<file path="config.mk">
export PLATFORM = sky130hd
export DESIGN_NAME = points_scorer
export DESIGN_NICKNAME = d
export VERILOG_FILES = /design/src/rtl/points_scorer.sv
export SDC_FILE = /design/constraint.sdc
export NUM_CORES = 1
export LEC_CHECK = 0
export BUFFER_PORTS_ARGS = -buffer_cell sky130_fd_sc_hd__buf_2
export CORE_MARGIN = 2
export CORE_UTILIZATION = 47
export CTS_CLUSTER_DIAMETER = 200
export CTS_CLUSTER_SIZE = 14
export DETAILED_ROUTE_END_ITERATION = 8
export PLACE_DENSITY = 0.77
export SLEW_MARGIN = 20
export SYNTH_ARGS = -nofsm -noshare
export SYNTH_HDL_FRONTEND = slang
export SYNTH_SLANG_ARGS = --single-unit
</file>
<file path="constraint.sdc">
create_clock -name clk -period 2.92 [get_ports clk]
set_input_delay 0.438 -clock clk [delete_from_list [all_inputs] [get_ports clk]]
set_output_delay 0.438 -clock clk [all_outputs]
set_load 0.01 [all_outputs]
</file>
<file path="src/rtl/points_scorer.sv">
// points_scorer: snapshots N_CH led/btn pairs on start, compares one channel
// per cycle, then reports hit/miss, a match count and a saturating score.
module points_scorer #(
  parameter  int N_CH        = 3,
  parameter  int SCORE_W     = 8,
  parameter  int PTS_PER_HIT = 1,
  parameter  int MODE        = 0,
  localparam int MC_W        = $clog2(N_CH + 1)
) (
  input  logic               clk,
  input  logic               rst,
  input  logic               start,
  input  logic [N_CH-1:0]    led,
  input  logic [N_CH-1:0]    btn,
  input  logic               score_clr,
  output logic               busy,
  output logic               done,
  output logic               hit,
  output logic [MC_W-1:0]    match_cnt,
  output logic               pf_out,
  output logic [SCORE_W-1:0] score
);

  localparam int IW = (N_CH > 1) ? $clog2(N_CH) : 1;

  typedef enum logic {IDLE, CHECK} state_t;

  state_t            state, state_nxt;
  logic [N_CH-1:0]   snap_led, snap_btn;
  logic [IW-1:0]     idx;
  logic [MC_W-1:0]   cnt;
  logic [MC_W-1:0]   cnt_nxt;
  logic              last;
  logic              hit_nxt;
  logic [SCORE_W:0]  sum;

  // The snapshot is shifted right each CHECK cycle, so bit 0 is always the
  // channel currently being compared; idx only tracks when to stop.
  assign last    = (idx == IW'(N_CH - 1));
  assign cnt_nxt = cnt + MC_W'(snap_led[0] == snap_btn[0]);
  assign hit_nxt = (MODE == 0) ? (cnt_nxt != '0) : (cnt_nxt == MC_W'(N_CH));
  assign sum     = {1'b0, score} + (SCORE_W+1)'(PTS_PER_HIT);

  // State register.
  always_ff @(posedge clk) begin
    if (rst) state <= IDLE;
    else     state <= state_nxt;
  end

  // Next-state logic: IDLE -> CHECK on start, back after the last channel.
  always_comb begin
    state_nxt = state;
    case (state)
      IDLE:    if (start) state_nxt = CHECK;
      CHECK:   if (last)  state_nxt = IDLE;
      default: state_nxt = IDLE;
    endcase
  end

  // Round datapath: snapshot, per-channel accumulate, result and pulses.
  always_ff @(posedge clk) begin
    if (rst) begin
      snap_led  <= '0;
      snap_btn  <= '0;
      idx       <= '0;
      cnt       <= '0;
      busy      <= 1'b0;
      done      <= 1'b0;
      pf_out    <= 1'b0;
      hit       <= 1'b0;
      match_cnt <= '0;
    end else begin
      done   <= 1'b0;
      pf_out <= 1'b0;
      case (state)
        IDLE: begin
          if (start) begin
            snap_led <= led;
            snap_btn <= btn;
            idx      <= '0;
            cnt      <= '0;
            busy     <= 1'b1;
          end
        end
        CHECK: begin
          snap_led <= snap_led >> 1;
          snap_btn <= snap_btn >> 1;
          cnt      <= cnt_nxt;
          idx      <= idx + IW'(1);
          if (last) begin
            idx       <= '0;
            match_cnt <= cnt_nxt;
            hit       <= hit_nxt;
            done      <= 1'b1;
            pf_out    <= hit_nxt;
            busy      <= 1'b0;
          end
        end
        default: ;
      endcase
    end
  end

  // Saturating score; a clear beats a simultaneous hit update.
  always_ff @(posedge clk) begin
    if (rst)
      score <= '0;
    else if (score_clr)
      score <= '0;
    else if (state == CHECK && last && hit_nxt)
      score <= sum[SCORE_W] ? '1 : sum[SCORE_W-1:0];
  end

endmodule

</file>
Word-level counts from Yosys, hierarchy flattened --
Cells that the tools add are included.
Operators by class: $add $sub $neg 3, eq/ne operators 4, mux-type cells 16, bitwise gates (word level) 2, reductions and logical operators 8
Operators by type and width (number):
- $pmux W3 S2 | 2
- $add A8 B1 Y9 const B | 1
- $mux W8 | 1
- $pmux W2 S2 | 2
- $mux W3 | 2
- $mux W1 | 5
- $mux W2 | 2
- $pmux W1 S2 | 2
- $reduce_and A2 Y1 | 2
- $reduce_or A2 Y1 | 2
- $reduce_or A3 Y1 | 1
- $add A2 B1 Y2 | 1
- $add A2 B1 Y2 const B | 1
- $eq A2 B2 Y1 const B | 1
- $logic_and A1 B1 Y1 | 2
- $ne A2 B1 Y1 const B | 1
- $ne A2 B2 Y1 const B | 1
- $not A1 Y1 | 2
- $reduce_bool A2 Y1 | 1
- $eq A1 B1 Y1 | 1
Storage, ports and cells: flip-flop bits (word level) 25, input bits 10, output and inout port bits 14, word-level logic and storage cells 44

Longest topological paths before layout --
Gate-level depths: netlist of run 1.
depth in word-level cells 4, mapped depth 6, mapped depth without buffers 6

Worst setup path after synthesis of run 1 --
Ideal clock, no wire load.
kind reg2reg, from register snap_led[0], to register score[7], setup time 121 ps, data arrival time 1547 ps, required time 2799 ps, setup slack 1253 ps, stages on the path, launching flop included 7, buffers on the path 0, clock period less this slack 1667 ps, cell sequence dfxtp_1 -> xnor2_1 -> ha_1 -> xor2_2 -> o2111ai_1 -> nor3_2 -> mux2_2
On the way: longest elaborated chain between the ends 4
RTL lines:
- start: declaration | line 29 | logic [N_CH-1:0] snap_led, snap_btn;
- start signal: assignment | line 78 | snap_led <= led;
- start signal: assignment | line 86 | snap_led <= snap_led >> 1;
- $eq A1 B1 Y1 | line 40 | assign cnt_nxt = cnt + MC_W'(snap_led[0] == snap_btn[0]);
- $add A2 B1 Y2 | line 40
- $reduce_bool A2 Y1 | line 41 | assign hit_nxt = (MODE == 0) ? (cnt_nxt != '0) : (cnt_nxt == MC_W'(N_CH));
- $logic_and A1 B1 Y1 | line 110 | else if (state == CHECK && last && hit_nxt)
- end signal: assignment | line 111 | score <= sum[SCORE_W] ? '1 : sum[SCORE_W-1:0];
- end: declaration | line 21 | output logic [SCORE_W-1:0] score
Every way passes these cells. A chain may end at the register's enable or synchronous reset.

Worst setup path in the final report of run 1 --
from register state, to register score[7]
On the way: longest elaborated chain between the ends 2
RTL lines:
- start: declaration | line 28 | state_t state, state_nxt;
- start signal: assignment | line 47 | else state <= state_nxt;
- $logic_and A1 B1 Y1 (2 in a row) | line 110
Every way passes these cells.

==> metrics.md, run 1 <==
| Metric | Value |
|---|---|
| Top_reg_cell synth | dfxtp_1 |
| Fraction of final layout cells with drive strength greater than 1 | 23.45% |
| RSZ-0062 raised after global routing | no |
| Fillers | 230 |
| Root Buffer | clkbuf_4 |
| Final hold slack | 0.3955 ns |
| Final setup violation count | 0 |
| Hold Fails Final Rpt | 0 |
| Port buffer count | 23 |
| Routed vias/inst | 5.601 |
| Ys async rst share | 0% |
| Post-synth top area cell | dfxtp_1 |
| Critical Path RT | 3.14 ns |
| Via Count | 969 |
| Critical Path Max Stage Delay | 0.68 ns |
| Grt ovf | 0 |
| Critical Path, Cell by Cell | and3b_1 > o2111ai_1 > nor3_2 > mux2_2 |
| Reg clk slew, reported paths | 0.13 ns |
| Remaining DRCs | 0 |
| Synth Area per Inst | just under 9 sq um |
| TritonRoute pass-1 iters | 4 |
| I/O pin count | 24 |
| Critical path endpoint | score[7]$_SDFFE_PP0P_ |
| Sequential fraction of the synthesis area | 45.20% |
| RR Endpoint | score[7]$_SDFFE_PP0P_ |
| Max_slew headroom | 64.92% |
| Top post-synthesis cells by area | dfxtp_1 45%, nor2_1 7.1%, a21oi_1 6.8%, mux2i_1 5.4%, nor3_1 5.4% |
| Net count after synthesis | 137 |
| Gpl congestion | 0.8333 |
| Leak | ~0.5 nW |
| # Max-Cap Violations | 0 |
| Max-slew violation count | 0 |
| CP arrival | between 2 and 2.5 ns |
| Vias in the first global route | 847 |
| Crit Path Class | reg2reg |
| Hold crit path type | in2reg |
| Worst-margin pin slew | 0.5255 ns |
| Avg WL per Cell | 12.75 microns |
| Post-synth cell types | 35 |
| CP max stage cell | dfxtp_1 |
| Cell count after synthesis | 125 |
| Die area | around 2800 sq um |
| Setup TNS | 0 ns |
| Yosys warning total | 0 |
| Status | complete, no violations |
| Routed Antenna Nets | 0 |
| CTS tree | yes |
| Reg-to-reg slack, setup | 0.99 ns |
| Global-route wire length before repair | 3636 microns |
| Register area | 500.5 sq um |
| Maximum clock rate | 517.9 MHz |
| FP Rows | 17 |
| Post-synth EDFFs | 0 |
| Largest net degree at the start of global routing | 19 |
| Period minus WS final | 1.931 ns |
| Nets | 158 |
| RR Startpoint | state$_SDFF_PP0_ |
| Initial Util | 50.06% |
| CORE AREA | 2212 sq um |
| Met1 Track Usage GR | 25.54% |
| R2R depth | 4 |
| H-Tree Depth | 1 |
| VDD IR max | between 0.3 and 0.4 mV |
| CTS Buf Count | 3 |
| Area growth syn-to-layout | 12.43% |
| Met2 GRT Util | 26.25% |
| Cell count after placement | about 170 |
| Post-CTS Resized | 0 |
| Synth Cell Area | 1107 sq um |
| Die width | 52.54 microns |
| Crit. End Element | register |
| Setup bufs post-CTS | 0 |
| Post-CTS Hold Buffers | 0 |
| Crit. Startpoint | state$_SDFF_PP0_ |
| All-Layer GR Usage | 17.47% |
| Worst skew pair latency | about 0.32 ns |
| Crit Path Max Fanout | 18 |
| Clock Skews | 0.001611 ns |
| Pwr dens | 460.2 nW/um^2 |
| Post-route clock period utilization | roughly two thirds |
| Initial antenna violation count | 0 |
| Die H | 52.54 microns |
| Startpoint Class | register |
| Number of diodes | 0 |
| Yosys top cell area share | 45.20% |
| DR iter-0 viols | 40 |
| #FFs+latches synth | 25 |
| Post-Layout Cell Count | 173 |
| Multi-input gate area | roughly 560 sq um |
| Clk sinks | 25 |
| Routed WL | ~2200 microns |
| GR met3 Demand/Resource | 2.571% |
| Most Used Layer, Global Route | met2 |
| Clock buffer depth | 2 |
| HPWL Detailed | around 1600 microns |
## cells in the mapped netlist, types with 3 or more instances
library cell and instances:
dfxtp_1 25, nor2_1 21, a21oi_1 15, nor3_1 12
nand2_1 7, mux2i_1 6, inv_1 3, nand3b_1 3
## worst max-delay path: cells and delay by family (launching register included)
family / cells / cell delay [ns]
flops: 1 / 0.68
simple gates: 2 / 0.59
compound gates: 1 / 0.21
mux: 1 / 0.35
## how the worst min path moves through the flow
| stage | startpoint | endpoint | slack [ns] | cells past startpoint |
|---|---|---|---|---|
| floorplan | snap_btn[1]$_SDFFE_PP0P_ | snap_btn[0]$_SDFFE_PP0P_ | 0.45 | 2 |
| global placement | hit$_SDFFE_PP0P_ | hit$_SDFFE_PP0P_ | 0.44 | 2 |
| detailed placement | match_cnt[0]$_SDFFE_PP0P_ | match_cnt[0]$_SDFFE_PP0P_ | 0.46 | 2 |
| CTS | led[2] | snap_led[2]$_SDFFE_PP0P_ | 0.40 | 3 |
| global route | led[2] | snap_led[2]$_SDFFE_PP0P_ | 0.41 | 3 |
| finish | led[2] | snap_led[2]$_SDFFE_PP0P_ | 0.40 | 3 |
## routing by layer
metal / part of all wire [%] / vias up
met5: 0 / -
met4: 0.63 / 0
met3: 5.4 / 6
met2: 46 / 40
met1: 48 / 442
li1: - / 481
## layout make-up
type                            count  area share, %
Timing Repair Buffer               23          9.246
Inverter                            3         0.9045
Sequential cell                    25          40.20
Multi-Input combinational cell     90          44.62
Tap cell                           28          2.814
Clock inverter                      1         0.4020
Clock buffer                        3          1.809
## kinds of logic (layout without fill, tap and decap cells)
group                      count (synthesis)  in the layout  synth area share (%)
adders and majority gates                  2              2                 2.260
buffers and inverters                     10             30                 4.633
DFF                                       25             25                 45.20
AOI/OAI and AO/OA                         27             27                 16.61
xor gates and xnor gates                   2              2                 2.260
and+or+nand+nor                           52             52                 22.60
muxes                                      7              7                 6.441
## through the flow
step	setup slack (ns)	instance area, sq um	utilization (%)	total power (W)
3_3_place_gp	1.129	1217	55.03	0.0004236
2_1_floorplan	1.253	1107	-	0.0004130
5_1_grt	0.8412	1245	56.28	0.0006018
4_1_cts	1.011	1245	56.28	0.0005742
6_report	0.9891	1245	56.28	0.0005729
3_5_place_dp	1.032	1217	55.03	0.0004263
## where the power goes
| part | switching (W) | internal (W) |
|---|---|---|
| combinational | 0.0000332 | 0.0000242 |
| sequential | 0.0000106 | 0.000352 |
| clock | 0.000102 | 0.0000513 |
## sequential cells by signal, summed over array words and instances, names as in the netlist, 2 cells and up
register   count
score          8
snap_btn       3
snap_led       3
cnt            2
idx            2
match_cnt      2
## layout by cell type, fill, tap and decap left out, drive strengths merged
master   Yosys  routed
ha           2       2
nor2b        1       1
nor3        13      13
xor2         1       1
xnor2        1       1
o21a         1       1
nor3b        1       1
nand3        1       1
clkbuf       2       3
o2111ai      1       1
dfxtp       25      25
nand2        7       7
a21oi       15      15
nor4         1       1
buf          5      23
mux2i        6       6
a41oi        1       1
nor2        21      21
a211oi       2       2
or2          1       1
nand3b       3       3
o2111a       2       2
a31oi        1       1
clkinv       0       1
mux2         1       1
and2         2       2
inv          3       3
o21ai        2       2
and3b        1       1
a311oi       2       2
(Power assumes the default switching activity.)
==> run 2, diff against run 1 <==
--- a/config.mk
+++ b/config.mk
@@ -5,13 +5,14 @@
 export SDC_FILE = /design/constraint.sdc
 export NUM_CORES = 1
 export LEC_CHECK = 0
+export ABC_AREA = 1
 export BUFFER_PORTS_ARGS = -buffer_cell sky130_fd_sc_hd__buf_2
 export CORE_MARGIN = 2
 export CORE_UTILIZATION = 47
 export CTS_CLUSTER_DIAMETER = 200
 export CTS_CLUSTER_SIZE = 14
 export DETAILED_ROUTE_END_ITERATION = 8
-export PLACE_DENSITY = 0.77
+export PLACE_DENSITY = 0.76
 export SLEW_MARGIN = 20
 export SYNTH_ARGS = -nofsm -noshare
 export SYNTH_HDL_FRONTEND = slang
==> constraint.sdc (replaced) <==
create_clock -name clk -period 1.9 [get_ports clk]
set_input_delay 0.285 -clock clk [delete_from_list [all_inputs] [get_ports clk]]
set_output_delay 0.285 -clock clk [all_outputs]
set_load 0.01 [all_outputs]
==> run 2 against run 1 <==
Against the previous run:
- area after synthesis increased by 6.8%
- flip-flop and latch count unchanged
- clock skew increased by 0.0087 ns
- combinational power increased by 54%
- non-clock buffer count unchanged
- sequential share of layout area decreased by 2.9 points
- die area increased by 6.2%
- via count increased by 11%
==> metrics.md, run 2 <==
| Metric | Value |
|---|---|
| Area growth syn-to-layout | 13.33% (was 12.43%) |
| Hold Path Depth | 3 (unchanged) |
| Crit Path Max Fanout | 8 (was 18) |
| FP Rows | 18 (was 17) |
| Final hold slack | 0.2197 ns (was 0.3955 ns) |
| Clock buffer depth | 2 (unchanged) |
| Avg WL per Cell | 10.44 microns (was 12.75 microns) |
| Pwr dens | 658.4 nW/um^2 (was 460.2 nW/um^2) |
| Post-route clock period utilization | 74.89% (was 66.13%) |
| Met2 GRT Util | 27.51% (was 26.25%) |
| Final standard cell area without fillers | 1340 sq um (was 1245 sq um) |
| All-Layer GR Usage | 17.40% (was 17.47%) |
| RSZ-0062 raised after global routing | no (unchanged) |
| Cell Area, Placed | 1310 sq um (was 1217 sq um) |
| TritonRoute pass-1 iters | 4 (unchanged) |
| Post-CTS Resized | 0 (unchanged) |
| Period minus WS final | 1.423 ns (was 1.931 ns) |
| Post-CTS Hold Buffers | 0 (unchanged) |
| # Max-Cap Violations | 0 (unchanged) |
| Setup bufs post-CTS | 0 (unchanged) |
| Synth Cell Area | 1182 sq um (was 1107 sq um) |
| Max_slew headroom | 71.56% (was 64.92%) |
| Maximum clock rate | 702.8 MHz (was 517.9 MHz) |
| Crit Path Class | reg2reg (unchanged) |
| Crit. End Element | register (unchanged) |
| Startpoint Class | register (unchanged) |
| Remaining DRCs | 0 (unchanged) |
| Die width | 54.16 microns (was 52.54 microns) |
| Post-synth cell types | 25 (was 35) |
| Cell count after synthesis | 162 (was 125) |
| Routed vias/inst | 4.991 (was 5.601) |
| Hold crit path type | in2reg (unchanged) |
| CTS Buf Count | 3 (unchanged) |
| Global-route wire length before repair | 3712 microns (was 3636 microns) |
| Gpl congestion | 0.8620 (was 0.8333) |
| H-Tree Depth | 1 (unchanged) |
| Final core occ | 55.09% (was 56.28%) |
| CORE AREA | 2432 sq um (was 2212 sq um) |
| Largest net degree at the start of global routing | 16 (was 19) |
| Most common cell in the netlist | nand2_1 (was dfxtp_1) |
| Cell count after placement | 211 (was 169) |
| Vias in the first global route | 881 (was 847) |
| Leak | 0.6303 nW (was 0.5079 nW) |
| Hold Fails Final Rpt | 0 (unchanged) |
| Root Buffer | clkbuf_4 (unchanged) |
| Fraction of final layout cells with drive strength greater than 1 | 22.16% (was 23.45%) |
| Status | complete, no violations (unchanged) |
| Clk sinks | 25 (unchanged) |
| Routed Antenna Nets | 0 (unchanged) |
| R2R depth | 7 (was 4) |
| Top post-synthesis cells by area | dfxtp_1 42%, nand2_1 16%, nand3_1 6.8%, inv_1 5.1%, a21oi_1 4.7% (was dfxtp_1 45%, nor2_1 7.1%, a21oi_1 6.8%, mux2i_1 5.4%, nor3_1 5.4%) |
| Routed WL | 2245 microns (was 2206 microns) |
| Number of diodes | 0 (unchanged) |
| Reg clk slew, reported paths | 0.14 ns (was 0.13 ns) |
| CTS tree | yes (unchanged) |
| Worst-margin pin slew | 0.4261 ns (was 0.5255 ns) |
| DR iter-0 viols | 23 (was 40) |
| Critical Path RT | 2.15 ns (was 3.14 ns) |
| Post-synth top area cell | dfxtp_1 (unchanged) |
| Ys async rst share | 0% (unchanged) |
| #FFs+latches synth | 25 (unchanged) |
| Commonest non-fill, non-tap cell in the layout | nand2_1 (was dfxtp_1) |
| Worst skew pair latency | 0.32 ns (about the same) |
| RR Startpoint | snap_led[0]$_SDFFE_PP0P_ (was state$_SDFF_PP0_) |
| Port buffer count | 23 (unchanged) |
| Initial Util | 48.61% (was 50.06%) |
| Met1 Track Usage GR | 23.46% (was 25.54%) |
| Top_reg_cell synth | dfxtp_1 (unchanged) |
| Die area | 2933 sq um (was 2760 sq um) |
| CP arrival | 1.68 ns (was 2.15 ns) |
| Grt ovf | 0 (unchanged) |
| Reg with most FFs | score (unchanged) |
| Via Count | 1073 (was 969) |
| Biggest regs | score x8, snap_btn x3, snap_led x3 (unchanged) |
| Die H | 54.16 microns (was 52.54 microns) |
| Synth Area per Inst | 7.299 sq um (was 8.858 sq um) |
| HPWL Detailed | 1711 microns (was 1611 microns) |
| Max-slew violation count | 0 (unchanged) |
| HP Start | btn[2] (was led[2]) |
| Crit. Startpoint | snap_led[0]$_SDFFE_PP0P_ (was state$_SDFF_PP0_) |
| Post-Layout Cell Count | 215 (was 173) |
| Nets | 198 (was 158) |
| Synth top cells by count | 49 x nand2_1, 25 x dfxtp_1, 16 x inv_1, 16 x nand3_1, 13 x nor2_1 (was 25 x dfxtp_1, 21 x nor2_1, 15 x a21oi_1) |
| Clock Skews | 0.01027 ns (was 0.001611 ns) |
| Setup TNS | 0 ns (unchanged) |
| Net count after synthesis | 174 (was 137) |
| I/O pin count | 24 (unchanged) |
| VDD IR max | 0.3669 mV (was 0.3130 mV) |
| Most frequent cells in the layout | 49 x nand2_1, 25 x dfxtp_1, 23 x buf_2 (was 25 x dfxtp_1, 23 x buf_2, 21 x nor2_1) |
| Sequential fraction of the synthesis area | 42.33% (was 45.20%) |
| Most Used Layer, Global Route | met2 (unchanged) |
| GR met3 Demand/Resource | 3.333% (was 2.571%) |
| Yosys warning total | 0 (unchanged) |
| Initial antenna violation count | 0 (unchanged) |
| Yosys top cell area share | 42.33% (was 45.20%) |
| Max reg flops | 8 (unchanged) |
| Post-synth EDFFs | 0 (unchanged) |
| Final setup violation count | 0 (unchanged) |
run 2: routing by layer:
layer / routed length [microns] / up-vias / share of wire [%]
li1: - / 561 / -
met3: 91 / 2 / 4.1
met1: 1090 / 491 / 49
met5: 0 / - / 0
met4: 15 / 0 / 0.67
met2: 1047 / 19 / 47
run 2: cells by family (layout without fill, tap and decap cells):
family          Yosys count  count (layout)  synth area share, %
fa+ha+maj                 2               2                2.116
xor+xnor                  3               3                2.223
compound gates           20              20                9.947
simple gates             89              89                34.71
flops                    25              25                42.33
buf+inv                  23              46                8.677
run 2: path summary, 6_finish.rpt:
| path | endpoint | slack (ns) |
|---|---|---|
| min | snap_btn[2]$_SDFFE_PP0P_ | 0.22 |
| max | score[3]$_SDFFE_PP0P_ | 0.48 |
| max reg2reg | score[3]$_SDFFE_PP0P_ | 0.48 |
| min reg2reg | hit$_SDFFE_PP0P_ | 0.48 |
run 2: power breakdown:
part	switching, W	leakage (nW)	total, W	internal [W]
Sequential	0.0000134	0.203	0.000554	0.000541
Combinational	0.0000544	0.413	0.0000885	0.0000340
Clock	0.000159	0.0139	0.000240	0.0000802
run 2: area by class of cell:
type                    count  area, sq um
clock buffers               3        22.52
clock inverters             1        7.507
fillers                   249         1092
inverters                  19        77.57
multi-input cells         114        579.3
flip-flops and latches     25        500.5
well taps                  30        37.54
repair buffers             23        115.1
run 2: through the flow:
| stage | setup WS, ns | power [W] |
|---|---|---|
| after floorplan | 0.6007 | 0.0006339 |
| after global placement | 0.5331 | 0.0006510 |
| after detailed placement | 0.4877 | 0.0006552 |
| after CTS | 0.4524 | 0.0008935 |
| after global routing | 0.3342 | 0.0009293 |
| final | 0.4771 | 0.0008823 |
run 2: critical path, stage by stage (launching register included):
cell and delay (ns):
dfxtp_1 0.35, xnor2_1 0.12, ha_1 0.19, xnor2_1 0.23
nand2_2 0.12, nand2_4 0.14, nand2_1 0.08, a21oi_2 0.14
==> run 3, diff against run 2 <==
--- a/config.mk
+++ b/config.mk
@@ -12,7 +12,7 @@
 export CTS_CLUSTER_DIAMETER = 200
 export CTS_CLUSTER_SIZE = 14
 export DETAILED_ROUTE_END_ITERATION = 8
-export PLACE_DENSITY = 0.76
+export PLACE_DENSITY = 0.79
 export SLEW_MARGIN = 20
 export SYNTH_ARGS = -nofsm -noshare
 export SYNTH_HDL_FRONTEND = slang
==> constraint.sdc (replaced) <==
create_clock -name clk -period 1.3 [get_ports clk]
set_input_delay 0.195 -clock clk [delete_from_list [all_inputs] [get_ports clk]]
set_output_delay 0.195 -clock clk [all_outputs]
set_load 0.01 [all_outputs]
==> run 3 against run 2 <==
Against the previous run:
- the run now ends with negative setup slack left
- register-to-register slack got worse by 0.56 ns
- worst hold slack got worse by 0.11 ns
- cell count rose by 3.3%
- core utilization rose by 6.1 points
- clock skew fell by 0.0068 ns
- power rose by 54%
- sequential share of layout area fell by 3.5 points
- first-iteration DRC count rose by 22%
- combinational power rose by 120%
- flip-flop and latch count did not move
- global-route usage rose by 3.3 points
- clock power rose by 47%
==> metrics.md, run 3 (synthesis gave the netlist of run 2 again) <==
| Metric | Value |
|---|---|
| Status | finished with violations (was complete, no violations) |
| Failing checks | negative setup slack |
| Worst skew pair latency | 0.33 ns (was 0.32 ns) |
| Setup TNS | -0.4134 ns (was 0 ns) |
| RR Startpoint | snap_btn[0]$_SDFFE_PP0P_ (was snap_led[0]$_SDFFE_PP0P_) |
| Post-CTS Hold Buffers | 0 (unchanged) |
| Final Worst Setup Slack | -0.08317 ns (was 0.4771 ns) |
| HPWL Detailed | 1911 microns (was 1711 microns) |
| CORE AREA | 2432 sq um (unchanged) |
| FP Rows | 18 (unchanged) |
| Root Buffer | clkbuf_4 (unchanged) |
| Reg with most FFs | score (unchanged) |
| # Max-Cap Violations | 0 (unchanged) |
| Leak | 0.6902 nW (was 0.6303 nW) |
| DR iter-0 viols | 28 (was 23) |
| CTS tree | yes (unchanged) |
| Crit Path Class | reg2reg (unchanged) |
| Remaining DRCs | 0 (unchanged) |
| Max-slew violation count | 0 (unchanged) |
| Hold Path Sink | score[6]$_SDFFE_PP0P_ (was snap_btn[2]$_SDFFE_PP0P_) |
| Combinational power share | 14.1% (was 10.0%) |
| Cell count after placement | 217 (was 211) |
| Reg-to-reg slack, setup | -0.08 ns (was 0.48 ns) |
| Period minus WS final | 1.383 ns (was 1.423 ns) |
| Routed vias/inst | 5.126 (was 4.991) |
| R2R depth | 8 (was 7) |
| Crit. End Element | register (unchanged) |
| Pwr dens | 914.0 nW/um^2 (was 658.4 nW/um^2) |
| Avg WL per Cell | 12.28 microns (was 10.44 microns) |
| VDD IR max | 0.5487 mV (was 0.3669 mV) |
| Net Sw Frac | 27.12% (was 25.75%) |
| Fraction of final layout cells with drive strength greater than 1 | 34.38% (was 22.16%) |
| Maximum clock rate | 723.0 MHz (was 702.8 MHz) |
| Nets | 205 (was 198) |
| Post-route clock period utilization | 106.4% (was 74.89%) |
| Area growth syn-to-layout | 25.82% (was 13.33%) |
| Port buffer count | 23 (unchanged) |
| Final setup violation count | 11 (was 0) |
| Cell-internal power | 0.0009910 W (was 0.0006551 W) |
| Commonest non-fill, non-tap cell in the layout | nand2_1 (unchanged) |
| Clk sinks | 25 (unchanged) |
| Initial Util | 48.61% (unchanged) |
| Vias in the first global route | 1018 (was 881) |
| Biggest regs | score x8, snap_btn x3, snap_led x3 (unchanged) |
| Hold Path Depth | 4 (was 3) |
| Initial antenna violation count | 0 (unchanged) |
| RSZ-0062 raised after global routing | yes (was no) |
| Die H | 54.16 microns (unchanged) |
| I/O pin count | 24 (unchanged) |
| Global-route wire length before repair | 4284 microns (was 3712 microns) |
| Fillers | 223 (was 249) |
| Max reg flops | 8 (unchanged) |
| Critical Path RT | 1.56 ns (was 2.15 ns) |
| Largest net degree at the start of global routing | 15 (was 16) |
| Startpoint Class | register (unchanged) |
| Worst-margin pin slew | 0.4386 ns (was 0.4261 ns) |
| Hold Fails Final Rpt | 0 (unchanged) |
| Die area | 2933 sq um (unchanged) |
| TritonRoute pass-1 iters | 5 (was 4) |
| Via Count | 1138 (was 1073) |
| Hold crit path type | in2reg (unchanged) |
| Net Switching | 0.0003688 W (was 0.0002272 W) |
| All-Layer GR Usage | 20.68% (was 17.40%) |
| Final core occ | 61.16% (was 55.09%) |
| Clock Skews | 0.003519 ns (was 0.01027 ns) |
| Most frequent cells in the layout | 45 x nand2_1, 23 x buf_2, 22 x dfxtp_1 (was 49 x nand2_1, 25 x dfxtp_1, 23 x buf_2) |
| Sequential Power Share | 59.9% (was 62.8%) |
| Reg clk slew, reported paths | 0.14 ns (about the same) |
| Die width | 54.16 microns (unchanged) |
| Placement Setup Slack | -0.08688 ns (was 0.4877 ns) |
| Gpl congestion | 0.8141 (was 0.8620) |
| Clock Power Share | 26.0% (was 27.2%) |
| RR Endpoint | score[0]$_SDFFE_PP0P_ (was score[3]$_SDFFE_PP0P_) |
| CTS Buf Count | 3 (unchanged) |
| H-Tree Depth | 1 (unchanged) |
| CP arrival | 1.64 ns (was 1.68 ns) |
| Routed Antenna Nets | 0 (unchanged) |
| Crit Path Max Fanout | 8 (unchanged) |
| HP Start | score_clr (was btn[2]) |
| Number of diodes | 0 (unchanged) |
| Grt ovf | 0 (unchanged) |
| Max_slew headroom | 70.73% (was 71.56%) |
| Post-Layout Cell Count | 222 (was 215) |
| Routed WL | 2727 microns (was 2245 microns) |
| Clock buffer depth | 2 (unchanged) |
run 3: cell count changes in the layout (fill, tap and decap cells not counted), sizes merged:
cell      before  now
clkinvlp       1    0
buf           23   30
clkinv         1    2
run 3: critical path: stages (launching register included):
cell,delay [ns]
dfxtp_2,0.36
xnor2_2,0.15
ha_4,0.18
xnor2_4,0.13
nand2_4,0.12
nand2_8,0.09
inv_8,0.08
nand2_1,0.05
a21oi_1,0.14
run 3: cell type report:
cell class | instances | area (sq um) | share of cell area (%)
multi-input cells | 114 | 670.6 | 45.08
flip-flops and latches | 25 | 504.2 | 33.89
repair buffers | 30 | 167.7 | 11.27
inverters | 19 | 80.08 | 5.383
well taps | 30 | 37.54 | 2.523
clock buffers | 3 | 22.52 | 1.514
clock inverters | 1 | 5.005 | 0.3364
run 3: timing repair:
item / in CTS / in global routing
setup buffers: 1 / 0
pin swaps: 4 / 8
resized for setup: 13 / 12
gates cloned: 0 / 0
setup endpoints to repair: 9 / 12
run 3: per-stage QoR:
stage	power (W)	hold WS (ns)	instance area [sq um]
2_1_floorplan	0.0009265	0.3509	1182
3_3_place_gp	0.0009604	0.4433	1355
3_5_place_dp	0.0009667	0.4573	1355
4_1_cts	0.001345	0.1018	1439
5_1_grt	0.001419	0.1307	1488
6_report	0.001360	0.1066	1488
run 3: power by group through the flow:
stage / Combinational [W] / Sequential, W / Clock, W
CTS: 0.000173 / 0.000811 / 0.000360
global route: 0.000211 / 0.000817 / 0.000390
floorplan: 0.000107 / 0.000820 / 0
global placement: 0.000136 / 0.000825 / 0
detailed placement: 0.000141 / 0.000826 / 0
finish: 0.000192 / 0.000814 / 0.000354
run 3: metal layers:
| metal | vias up | global-route usage, % | wire length [microns] | part of all wire [%] |
|---|---|---|---|---|
| met5 | - | 0 | 0 | 0 |
| met4 | 0 | 15.00 | 123 | 4.5 |
| met3 | 12 | 4.722 | 137 | 5.0 |
| met2 | 36 | 31.53 | 1371 | 50 |
| met1 | 515 | 25.30 | 1096 | 40 |
| li1 | 575 | - | - | - |
run 3: worst max path at each step:
stage / startpoint / depth (start not counted) / slack, ns / to
6_report: snap_btn[0]$_SDFFE_PP0P_ / 8 / -0.08 / score[0]$_SDFFE_PP0P_
3_5_place_dp: snap_btn[0]$_SDFFE_PP0P_ / 8 / -0.09 / score[5]$_SDFFE_PP0P_
4_1_cts: snap_led[0]$_SDFFE_PP0P_ / 8 / -0.08 / score[7]$_SDFFE_PP0P_
5_1_grt: snap_btn[0]$_SDFFE_PP0P_ / 7 / -0.16 / score[0]$_SDFFE_PP0P_
2_1_floorplan: snap_led[0]$_SDFFE_PP0P_ / 8 / 0.0007 / score[3]$_SDFFE_PP0P_
3_3_place_gp: snap_led[0]$_SDFFE_PP0P_ / 8 / -0.04 / score[7]$_SDFFE_PP0P_
